**src/rtl/math_divider_radix.sv**
```systemverilog
// Iterative restoring divider, signed/unsigned, BITS_PER_CYCLE quotient bits per CALC cycle.
// Optional leading-zero skip compiled in with `define MATH_DIVIDER_SKIP_EN.
//
// state | meaning
// IDLE  | ready for a new operation
// PREP  | form magnitudes, detect divide-by-zero
// CALC  | BITS_PER_CYCLE restoring steps per cycle
// FIX   | apply signs, overflow result
// DONE  | result valid, held until consumed
module math_divider_radix #(
  parameter int DATA_WIDTH     = 16,
  parameter int BITS_PER_CYCLE = 1
) (
  input  logic                  i_clk,
  input  logic                  i_rst_b,
  input  logic                  i_valid,
  output logic                  o_ready,
  input  logic                  i_signed,
  input  logic [DATA_WIDTH-1:0] i_dividend,
  input  logic [DATA_WIDTH-1:0] i_divisor,
  output logic                  o_valid,
  input  logic                  i_ready,
  output logic [DATA_WIDTH-1:0] o_quotient,
  output logic [DATA_WIDTH-1:0] o_remainder,
  output logic                  o_dbz,
  output logic                  o_ovf,
  output logic                  o_busy
);

  localparam int N  = DATA_WIDTH;
  localparam int K  = BITS_PER_CYCLE;
  localparam int S  = N / K;
  localparam int CW = $clog2(S + 1);
  localparam logic [N-1:0] ONE_N = N'(1);
  localparam logic [N-1:0] MIN_N = {1'b1, {(N-1){1'b0}}};

  if (!(K == 1 || K == 2 || K == 4) || (N % K) != 0 || N < 4) begin : g_param_check
    $error("math_divider_radix: illegal DATA_WIDTH/BITS_PER_CYCLE combination");
  end

  typedef enum logic [2:0] {ST_IDLE, ST_PREP, ST_CALC, ST_FIX, ST_DONE} state_t;

  state_t state, state_nxt;

  logic [N-1:0]  dvd_r, dvs_r, dvs_mag;
  logic          sgn_r;
  logic [N:0]    acc, acc_nxt;
  logic [N-1:0]  quo, quo_nxt;
  logic [CW-1:0] cnt, cnt_init;
  logic          neg_a, neg_b;
  logic [N-1:0]  mag_a, mag_b, quo_init;
  logic [N-1:0]  fix_q, fix_r;
  logic          fix_ovf;
  logic [N-1:0]  q_r, r_r;
  logic          dbz_r, ovf_r;

  always_comb begin
    neg_a = sgn_r & dvd_r[N-1];
    neg_b = sgn_r & dvs_r[N-1];
    mag_a = neg_a ? (~dvd_r + ONE_N) : dvd_r;
    mag_b = neg_b ? (~dvs_r + ONE_N) : dvs_r;
  end

`ifdef MATH_DIVIDER_SKIP_EN
  int lz, g;
  // Skip whole groups of leading zeros; at least one CALC cycle always remains.
  always_comb begin
    lz = N;
    for (int i = 0; i < N; i++) begin
      if (mag_a[i]) lz = N - 1 - i;
    end
    g = lz / K;
    if (g > S - 1) g = S - 1;
    quo_init = mag_a << (g * K);
    cnt_init = CW'(S - g);
  end
`else
  always_comb begin
    quo_init = mag_a;
    cnt_init = CW'(S);
  end
`endif

  always_comb begin
    acc_nxt = acc;
    quo_nxt = quo;
    for (int i = 0; i < K; i++) begin
      acc_nxt = {acc_nxt[N-1:0], quo_nxt[N-1]};
      quo_nxt = {quo_nxt[N-2:0], 1'b0};
      if (acc_nxt >= {1'b0, dvs_mag}) begin
        acc_nxt    = acc_nxt - {1'b0, dvs_mag};
        quo_nxt[0] = 1'b1;
      end
    end
  end

  always_comb begin
    fix_ovf = sgn_r & (dvd_r == MIN_N) & (dvs_r == '1);
    fix_q   = (neg_a ^ neg_b) ? (~quo + ONE_N) : quo;
    fix_r   = neg_a ? (~acc[N-1:0] + ONE_N) : acc[N-1:0];
    if (fix_ovf) begin
      fix_q = MIN_N;
      fix_r = '0;
    end
  end

  always_ff @(posedge i_clk or negedge i_rst_b) begin
    if (!i_rst_b) state <= ST_IDLE;
    else          state <= state_nxt;
  end

  always_comb begin
    state_nxt = state;
    case (state)
      ST_IDLE: if (i_valid) state_nxt = ST_PREP;
      ST_PREP: state_nxt = (dvs_r == '0) ? ST_DONE : ST_CALC;
      ST_CALC: if (cnt == CW'(1)) state_nxt = ST_FIX;
      ST_FIX:  state_nxt = ST_DONE;
      ST_DONE: if (i_ready) state_nxt = ST_IDLE;
      default: state_nxt = ST_IDLE;
    endcase
  end

  always_ff @(posedge i_clk or negedge i_rst_b) begin
    if (!i_rst_b) begin
      dvd_r   <= '0;
      dvs_r   <= '0;
      sgn_r   <= 1'b0;
      dvs_mag <= '0;
      acc     <= '0;
      quo     <= '0;
      cnt     <= '0;
      q_r     <= '0;
      r_r     <= '0;
      dbz_r   <= 1'b0;
      ovf_r   <= 1'b0;
    end else begin
      case (state)
        ST_IDLE: if (i_valid) begin
          dvd_r <= i_dividend;
          dvs_r <= i_divisor;
          sgn_r <= i_signed;
        end
        ST_PREP: if (dvs_r == '0) begin
          q_r   <= '1;
          r_r   <= dvd_r;
          dbz_r <= 1'b1;
          ovf_r <= 1'b0;
        end else begin
          acc     <= '0;
          quo     <= quo_init;
          dvs_mag <= mag_b;
          cnt     <= cnt_init;
        end
        ST_CALC: begin
          acc <= acc_nxt;
          quo <= quo_nxt;
          cnt <= cnt - CW'(1);
        end
        ST_FIX: begin
          q_r   <= fix_q;
          r_r   <= fix_r;
          dbz_r <= 1'b0;
          ovf_r <= fix_ovf;
        end
        default: ;
      endcase
    end
  end

  assign o_ready     = (state == ST_IDLE);
  assign o_busy      = (state != ST_IDLE);
  assign o_valid     = (state == ST_DONE);
  assign o_quotient  = q_r;
  assign o_remainder = r_r;
  assign o_dbz       = dbz_r;
  assign o_ovf       = ovf_r;

endmodule

```
**config.mk**
```make
export PLATFORM = sky130hd
export DESIGN_NAME = math_divider_radix
export DESIGN_NICKNAME = d
export VERILOG_FILES = /design/src/rtl/math_divider_radix.sv
export SDC_FILE = /design/constraint.sdc
export NUM_CORES = 1
export LEC_CHECK = 0
export ABC_AREA = 0
export BUFFER_PORTS_ARGS = -buffer_cell sky130_fd_sc_hd__buf_2
export CAP_MARGIN = 0
export CORE_MARGIN = 3
export CORE_UTILIZATION = 45
export CTS_BUF_LIST = sky130_fd_sc_hd__clkbuf_4
export DETAILED_ROUTE_END_ITERATION = 7
export HOLD_SLACK_MARGIN = 0.15
export PLACE_DENSITY = 0.62
export SYNTH_ARGS = -nofsm -noshare
export SYNTH_HDL_FRONTEND = slang
export SYNTH_SLANG_ARGS = --single-unit
```
**constraint.sdc**
```tcl
create_clock -name i_clk -period 4.5 [get_ports i_clk]
set_input_delay 1.125 -clock i_clk [delete_from_list [all_inputs] [get_ports i_clk]]
set_output_delay 1.125 -clock i_clk [all_outputs]
set_load 0.01 [all_outputs]
```
==> results of run 1 <==
-- cell type report --
| class | instances | area (sq um) | area share [%] |
|---|---|---|---|
| inverter | 35 | 131 | 1.65 |
| timing repair buffer | 79 | 425 | 5.34 |
| sequential | 123 | 3080 | 38.7 |
| multi-input combinational | 542 | 3760 | 47.3 |
| tap | 211 | 264 | 3.32 |
| clock inverter | 15 | 174 | 2.18 |
| clock buffer | 17 | 128 | 1.60 |
-- power breakdown --
group | switching [mW] | internal, mW
Sequential | 0.597 | 1.58
Combinational | 1.86 | 1.31
Clock | 0.451 | 0.381
-- worst max-delay path, cell delays in order (launching register included) --
cell and delay [ns]:
dfrtp_1 0.46, ha_1 0.41, a21o_1 0.23, a31o_1 0.19, a41oi_2 0.26, o21ai_2 0.18
o21ai_4 0.56, mux2_2 0.41, o22ai_1 0.12
-- flip-flops by register name, indices dropped and copies added (netlist names) --
| name | flops |
|---|---|
| cnt | 5 |
| o_quotient | 16 |
| state | 3 |
| dvd_r | 16 |
| dvs_r | 16 |
| acc | 16 |
| quo | 16 |
| o_dbz | 1 |
| o_ovf | 1 |
| sgn_r | 1 |
| dvs_mag | 16 |
| o_remainder | 16 |
-- final timing paths --
check	startpoint	depth (start not counted)	end
setup / recovery	acc[3]	8	acc[0]
hold / removal	o_dbz	1	o_dbz
setup reg to reg	acc[3]	8	acc[0]
hold reg to reg	o_dbz	1	o_dbz
max in group asynchronous	i_rst_b	2	dvs_r[10]
min in group asynchronous	i_rst_b	1	cnt[4]
-- through the flow --
stage	setup WS, ns	cell area, sq um	hold slack, ns	total power, mW
3_3_place_gp	1.72	7660	0.457	5.26
5_1_grt	1.35	7960	0.518	6.69
2_1_floorplan	2.12	7180	0.446	4.41
6_report	1.59	7960	0.487	6.18
4_1_cts	1.61	7960	0.492	6.18
3_5_place_dp	1.66	7660	0.467	5.34
-- cells in the mapped netlist (5+ instances only) --
master | n | area, sq um
xor2_1 | 38 | 333
nor4_1 | 8 | 50.1
inv_1 | 34 | 128
clkbuf_1 | 19 | 71.3
a21oi_1 | 50 | 250
dfrtp_1 | 123 | 3080
mux2i_1 | 28 | 280
nand3_1 | 26 | 130
nor3_1 | 14 | 70.1
a22oi_1 | 8 | 60.1
and2_1 | 7 | 43.8
xnor2_1 | 28 | 245
o22ai_1 | 15 | 93.8
nand4_1 | 9 | 56.3
o21ai_0 | 66 | 330
buf_2 | 10 | 50.1
nand2_1 | 61 | 229
mux2_2 | 29 | 327
a21o_1 | 7 | 52.6
o31ai_1 | 14 | 105
and3_1 | 5 | 31.3
a32oi_1 | 5 | 43.8
nor3b_1 | 5 | 37.5
ha_1 | 23 | 288
o21ai_1 | 5 | 25.0
nor2_1 | 31 | 116
-- kinds of logic (layout without fill, tap and decap cells) --
group                    after synthesis  count (layout)  share of synthesized area (%)
AND/OR/NAND/NOR                      195             195                           14.0
buffers and inverters                 75             146                           4.88
XOR/XNOR                              66              66                           8.05
AO/OA/AOI/OAI                        200             200                           17.4
flip-flops                           123             123                           42.9
multiplexers                          57              57                           8.45
adder cells (fa/ha/maj)               24              24                           4.29
-- per-layer routing --
layer  up-vias  GRT usage, %  share of wire [%]
met1      2867          29.9                 47
met2       183          33.0                 46
met5         -             0                  0
met3        26          5.34                5.7
li1       2790             -                  -
met4         0          5.60                1.3
==> flow_summary.json, run 1 <==
{
  "gp_congestion": 0.884,
  "critPathLaunchType": "register",
  "num-fill-cells": 1480,
  "fin_crit_sh_pct": 64.6,
  "drcViolationCount": 0,
  "finalCriticalPeriod_ns": 2.91,
  "finClkSkew_ns": 0.0183,
  "relSlewSlack_pct": 34.1,
  "worstSetupEndpointType": "register",
  "crit_type": "register to register",
  "htreeDepth": 4,
  "cts_buffer_depth": 2,
  "io_pins": 74,
  "fin_cells": 1022,
  "via_per_inst": 5.74,
  "fmax_mhz": 344,
  "cts_tree": "built",
  "crit_path_max_fanout": 18,
  "rsz0062_at_grt": "false",
  "wirelength_mm": 18.5,
  "status": "finished clean",
  "worstPathArrival_ns": 3.41,
  "ys_seq_area_share_pct": 42.9,
  "place_inst": 990,
  "cts_sinks": 123,
  "drt_first_pass_iters": 7,
  "finalSetupViolations": 0,
  "fin_tns_setup_ns": 0,
  "r2r_slack_ns": 1.59,
  "grt_usage_pct": 21.3,
  "vias": 5866,
  "drt-wirelength-per-cell_um": 18.1,
  "synth_flop_cell": "dfrtp_1",
  "die_y_um": 132,
  "ctsHoldBuffers": 0,
  "timing.final.max_slew_violations": 0,
  "required_ns": 5.00,
  "p_leak_nw": 3.62,
  "yosys_register_bits": 123,
  "ir_worst_vdd_mv": 0.400,
  "maxCapViolations": 0,
  "hold_viol": 0,
  "clk_pin_slew_ns": 0.12,
  "pwr_density_cell_nw_per_um2": 777,
  "core_area_sq_um": 15400,
  "ys_warn_count": 0,
  "grt_pass1_wl_mm": 29.8,
  "root_buffer": "clkbuf_4",
  "synth-async-reset-ratio_pct": 100,
  "port_buffers": 73,
  "hpwl_mm": 13.6,
  "netlist_area_sq_um": 7180,
  "synth.avg_cell_area_sq_um": 9.70,
  "grt_pass1_vias": 5609,
  "design.die.area_sq_um": 17500,
  "drt_iter0_markers": 388,
  "syn_inst": 740,
  "grt_max_degree": 77,
  "initial_core_util_pct": 46.5,
  "final_common_cell": "dfrtp_1",
  "clk_latency_ns": 0.58,
  "worst_pin_slew_ns": 0.988,
  "die_x_um": 132,
  "grt_overflow": 0,
  "ys_types": 65,
  "post_cts_resized": 0,
  "rows": 45,
  "min_path_type": "register to register",
  "synth_edf_count": 0,
  "area_growth_pct": 10.9,
  "drive_above_1_share_pct": 19.2,
  "cts_setup_buffers": 0,
  "cts_buffers": 17,
  "most-common-layout-cells": "dfrtp_1 (123), buf_2 (72), o21ai_0 (66), nand2_1 (61), a21oi_1 (50)",
  "antenna_left": 0,
  "final_util_pct": 51.6,
  "antenna_found_initial": 0,
  "layout.nets": 859,
  "diodes": 0,
  "syn-num-nets": 801
}
Power figures use the tool's default switching activity.
==> run 2, diff against run 1 <==
Settings changed: ABC_AREA 0 to 1, PLACE_DENSITY 0.62 to 0.64.
Clock period 4.5 ns to 2.4 ns, I/O delays scaled along.
==> flow_summary.json, run 2 <==
{
  "status": "finished clean",
  "synth_flop_cell": "dfrtp_1",
  "most-common-layout-cells": "nand2_1 (291), inv_1 (130), dfrtp_1 (123), nand3_1 (122), nor2_1 (114)",
  "ys_warn_count": 0,
  "die_x_um": 138,
  "holdPathStages": 2,
  "worstSetupPathDepth": 11,
  "design.die.area_sq_um": 18900,
  "die_y_um": 138,
  "cts_buffer_depth": 2,
  "synthTopCellsByArea": "dfrtp_1 (39%), nand2_1 (14%), nand3_1 (7.8%), inv_1 (6.3%), nor2_1 (5.5%)",
  "grt_pass1_vias": 6924,
  "synth_most_common_cell": "nand2_1",
  "io_pins": 74,
  "yosys_register_bits": 123,
  "pwr_density_cell_nw_per_um2": 1570,
  "antenna_found_initial": 1,
  "hp-start": "i_dividend[9]",
  "synth_common_cells": "nand2_1 (292), inv_1 (130), dfrtp_1 (123)",
  "crit_family": "adder cells",
  "worstPathArrival_ns": 2.62,
  "crit_path_max_fanout": 4,
  "min_to": "dvd_r[9]",
  "crit_type": "register to register",
  "cts_setup_buffers": 0,
  "area_growth_pct": 12.7,
  "maxCapViolations": 0,
  "synth_top_area_share_pct": 39.5,
  "ys_types": 41,
  "wirelength_mm": 22.0,
  "multi_input_area_sq_um": 4000,
  "final_util_pct": 52.4,
  "slowest_stage": "fa_1",
  "fin_crit_sh_pct": 90.7,
  "crit_top_cell": "nand3_1",
  "hpwl_mm": 17.0,
  "relSlewSlack_pct": 57.9,
  "clk_pin_slew_ns": 0.12,
  "placed_area_sq_um": 8480,
  "antenna_left": 0,
  "place_inst": 1370,
  "crit_buf_inv": 2,
  "synth.avg_cell_area_sq_um": 7.17,
  "rsz0062_at_grt": "false",
  "via_per_inst": 5.28,
  "netlist_area_sq_um": 7790,
  "drt-wirelength-per-cell_um": 15.7,
  "drt_iter0_markers": 694,
  "fin_cells": 1403,
  "finClkSkew_ns": 0.0213,
  "post_cts_resized": 0,
  "worstSetupEndpointType": "register",
  "cts_tree": "built",
  "grt_pass1_wl_mm": 35.7,
  "num-fill-cells": 1732,
  "core_area_sq_um": 16800,
  "required_ns": 2.84,
  "layout.nets": 1231,
  "ir_worst_vdd_mv": 0.619,
  "r2r_slack_ns": 0.22,
  "initial_core_util_pct": 46.5,
  "grt_usage_pct": 24.2,
  "htreeDepth": 4,
  "rr_worst_depth": 11,
  "synth_edf_count": 0,
  "syn-num-nets": 1148,
  "gp_congestion": 0.883,
  "min_path_type": "input port to register",
  "grt_overflow": 0,
  "fin_tns_setup_ns": 0,
  "clk_latency_ns": 0.56,
  "rows": 47,
  "p_leak_nw": 4.57,
  "cts_buffers": 17,
  "drt_first_pass_iters": 7,
  "cp_cell_sequence": "inv_1 > ha_1 > inv_1 > fa_1 > nand3_1 > nand3_1 > a21oi_1 > xor2_1 > nand2_1 > nand3_1 > nand2_1",
  "rr_startpoint": "quo[15]",
  "timing.final.max_slew_violations": 0,
  "r2r_end": "acc[8]",
  "ys_seq_area_share_pct": 39.5,
  "critPathLaunchType": "register",
  "synth.largest_area_cell": "dfrtp_1",
  "final_common_cell": "nand2_1",
  "synth-async-reset-ratio_pct": 100,
  "syn_inst": 1087,
  "grt_max_degree": 73,
  "power.total_mw": 13.8,
  "drive_above_1_share_pct": 13.9,
  "ff_latch_area_sq_um": 3080,
  "vias": 7410,
  "port_buffers": 73,
  "cpPeakStageDelay_ns": 0.44,
  "root_buffer": "clkbuf_4",
  "cts_sinks": 123,
  "finalCriticalPeriod_ns": 2.18,
  "finalSetupViolations": 0,
  "final_cell_area_sq_um": 8790,
  "worst_pin_slew_ns": 0.626,
  "drcViolationCount": 0,
  "hold_viol": 0,
  "fmax_mhz": 460
}
[run 2: changes by cell type after synthesis, moves of 9 or more]
cell	change
clkbuf_1	-11
o21ai_0	-9
nor2_1	+83
nand3_1	+96
o31ai_1	-13
mux2_2	-22
nand2_1	+231
inv_1	+96
xor2_1	-12
mux2i_1	-28
o211ai_1	+9
xnor2_1	-22
[run 2: area by class of cell]
class | instances | share of cell area (%)
antenna | 1 | 0.0285
clock buffer | 17 | 1.45
clock inverter | 14 | 1.92
inverter | 139 | 6.02
multi-input combinational | 791 | 45.5
sequential | 123 | 35.0
tap | 220 | 3.13
timing repair buffer | 98 | 6.92
[run 2: worst max-delay path by stage]
stage,to,start,slack (ns)
3_5_place_dp,acc[14],quo[15],0.25
4_1_cts,acc[14],quo[15],0.22
2_1_floorplan,acc[8],quo[15],0.57
5_1_grt,acc[8],quo[15],0.03
3_3_place_gp,acc[14],quo[15],0.25
6_report,acc[8],quo[15],0.22
[run 2: cells by family after synthesis]
family	Yosys count	share of synthesized area [%]
buf+inv	173	9.28
mux	7	1.01
compound gates	149	10.8
simple gates	579	31.9
xor+xnor	32	3.60
flops	123	39.5
fa+ha+maj	24	3.95
[run 2: where the power goes]
part           leakage [nW]  total [mW]  internal (mW)  switching [mW]
Sequential             1.48        3.94           3.06           0.874
Combinational          2.94        8.27           2.91            5.36
Clock                 0.152        1.57          0.721           0.847
[run 2: routing by layer]
metal	GRT usage, %	vias up	part of all wire (%)	wire (um)
met5	0	-	0	0
met4	5.88	0	1.5	338
met3	5.08	29	7.4	1620
met2	34.7	258	42	9310
met1	37.1	3426	49	10700
li1	-	3697	-	-
[run 2: worst register-to-register path, cell delays in order (launching register included)]
cell and delay (ns):
dfrtp_1 0.40, inv_1 0.16, ha_1 0.18, inv_1 0.07, fa_1 0.44, nand3_1 0.11
nand3_1 0.16, a21oi_1 0.19, xor2_1 0.17, nand2_1 0.07, nand3_1 0.06, nand2_1 0.05
[run 2: per-stage QoR]
step / hold slack (ns) / setup slack (ns)
2_1_floorplan: 0.304 / 0.568
3_3_place_gp: 0.461 / 0.250
3_5_place_dp: 0.465 / 0.251
4_1_cts: 0.243 / 0.225
5_1_grt: 0.241 / 0.0305
6_report: 0.272 / 0.224
[run 2: timing repair]
item	CTS	global route
endpoints found under the hold margin	13	0
endpoints found under the setup margin	0	0
hold buffers	1	0
==> run 3, diff against run 2 <==
Settings changed: CELL_PAD_IN_SITES_DETAIL_PLACEMENT set to 0, CELL_PAD_IN_SITES_GLOBAL_PLACEMENT set to 1, CORE_UTILIZATION 45 to 41, PLACE_DENSITY 0.64 to 0.77.
==> flow_summary.json, run 3 (synthesis results as in run 2) <==
{
  "drt_iter0_markers": 453,
  "drive_above_1_share_pct": 14.2,
  "worst_pin_slew_ns": 0.723,
  "rr_worst_depth": 13,
  "worstSetupEndpointType": "register",
  "finalCriticalPeriod_ns": 2.18,
  "maxCapViolations": 0,
  "final_util_pct": 48.0,
  "grt_usage_pct": 22.9,
  "antenna_found_initial": 1,
  "initial_core_util_pct": 42.5,
  "cts_buffer_depth": 2,
  "drt-wirelength-per-cell_um": 16.1,
  "final_cell_area_sq_um": 8790,
  "rsz0062_at_grt": "false",
  "crit_path_max_fanout": 4,
  "grt_pass1_wl_mm": 36.9,
  "die_y_um": 144,
  "relSlewSlack_pct": 51.7,
  "layout.nets": 1235,
  "power_switching_share_pct": 51.5,
  "io_pins": 74,
  "crit_top_cell": "nand3_1",
  "grt_overflow": 0,
  "min_to": "dvd_r[5]",
  "die_x_um": 144,
  "cts_tree": "built",
  "pwr-share-seq_pct": 28.2,
  "root_buffer": "clkbuf_4",
  "most-common-layout-cells": "nand2_1 (291), inv_1 (130), dfrtp_1 (123), nand3_1 (122), nor2_1 (114)",
  "fin_crit_sh_pct": 90.9,
  "fin_cells": 1417,
  "place_inst": 1383,
  "pwr_density_cell_nw_per_um2": 1580,
  "area_growth_pct": 12.8,
  "wirelength_mm": 22.9,
  "hpwl_mm": 17.7,
  "worst_hold_slack_ns": 0.277,
  "hp-start": "i_dividend[5]",
  "rr_startpoint": "quo[15]",
  "clk_latency_ns": 0.55,
  "hold_viol": 0,
  "required_ns": 2.89,
  "fmax_mhz": 458,
  "port_buffers": 73,
  "antenna_left": 0,
  "r2r_slack_ns": 0.22,
  "gp_congestion": 0.921,
  "fin_tns_setup_ns": 0,
  "cpPeakStageDelay_ns": 0.44,
  "cts_sinks": 123,
  "r2r_end": "acc[12]",
  "power_frac_comb_pct": 60.7,
  "drt_first_pass_iters": 5,
  "min_path_type": "input port to register",
  "grt_max_degree": 62,
  "status": "finished clean",
  "cts_buffers": 17,
  "core_area_sq_um": 18300,
  "worstPathArrival_ns": 2.67,
  "vias": 7311,
  "crit_type": "register to register",
  "ir_worst_vdd_mv": 0.669,
  "design.die.area_sq_um": 20700,
  "via_per_inst": 5.16,
  "grt_pass1_vias": 6816,
  "p_leak_nw": 4.58,
  "switchingPower_mw": 7.15,
  "rows": 49,
  "htreeDepth": 4,
  "drcViolationCount": 0,
  "critPathLaunchType": "register",
  "timing.final.max_slew_violations": 0,
  "cp_cell_sequence": "inv_1 > ha_1 > inv_1 > fa_1 > nand3_1 > nand3_1 > nand3_1 > nand3_1 > nand2_1 > nand2_1 > nand2_1 > nand3_1 > nand2_1",
  "clockPowerShare_pct": 11.1,
  "finalSetupViolations": 0,
  "final_common_cell": "nand2_1",
  "slowest_stage": "fa_1",
  "holdPathStages": 2,
  "finClkSkew_ns": 0.0189,
  "internal-power_mw": 6.73,
  "clk_pin_slew_ns": 0.12,
  "placed_area_sq_um": 8490
}
[run 3: worst max-delay path: cells and delay by family, from the launching register on]
family	cells	cell delay, ns
adders and majority gates	2	0.60
buffers and inverters	2	0.22
DFF	1	0.39
and+or+nand+nor	9	0.91
[run 3: repair_timing]
item	CTS	global route
hold buffers	1	0
endpoints found under the hold margin	26	0
resized for setup	0	0
buffers inserted	0	0
endpoints found under the setup margin	0	0
[run 3: layer usage]
metal | global-route usage (%) | wire [um]
met4 | 3.62 | 184
met3 | 4.39 | 1150
met5 | 0 | 0
met1 | 35.7 | 11900
met2 | 33.3 | 9660
[run 3: final cells by class]
class	instances	area (sq um)
repair buffers	102	613
clock inverters	14	153
well taps	229	287
diodes	1	2.50
inverters	139	529
fillers	1916	9540
clock buffers	18	135
multi-input cells	791	4000
flip-flops and latches	123	3080
[run 3: worst max-delay path by stage]
stage                        start              end  slack [ns]  cells past startpoint
final                      quo[15]          acc[12]        0.22                     13
after global routing       acc[10]          acc[11]     0.00002                     11
after CTS                  quo[15]           acc[8]        0.24                     11
after detailed placement  dvd_r[0]  o_remainder[15]        0.27                      9
after global placement     quo[15]          acc[14]        0.27                     12
after floorplan            quo[15]           acc[8]        0.57                     11
[run 3: power groups by stage]
stage	registers, mW	logic, mW	clock network [mW]
2_1_floorplan	3.84	5.99	0
3_3_place_gp	3.92	8.33	0
3_5_place_dp	3.95	8.36	0
4_1_cts	3.91	8.41	1.58
5_1_grt	4.04	9.57	1.67
6_report	3.91	8.42	1.55
[run 3: metrics by stage]
stage	worst slack (ns)	power, mW
3_5_place_dp	0.267	12.3
6_report	0.218	13.9
3_3_place_gp	0.266	12.3
4_1_cts	0.238	13.9
2_1_floorplan	0.568	9.83
5_1_grt	0.0000209	15.3
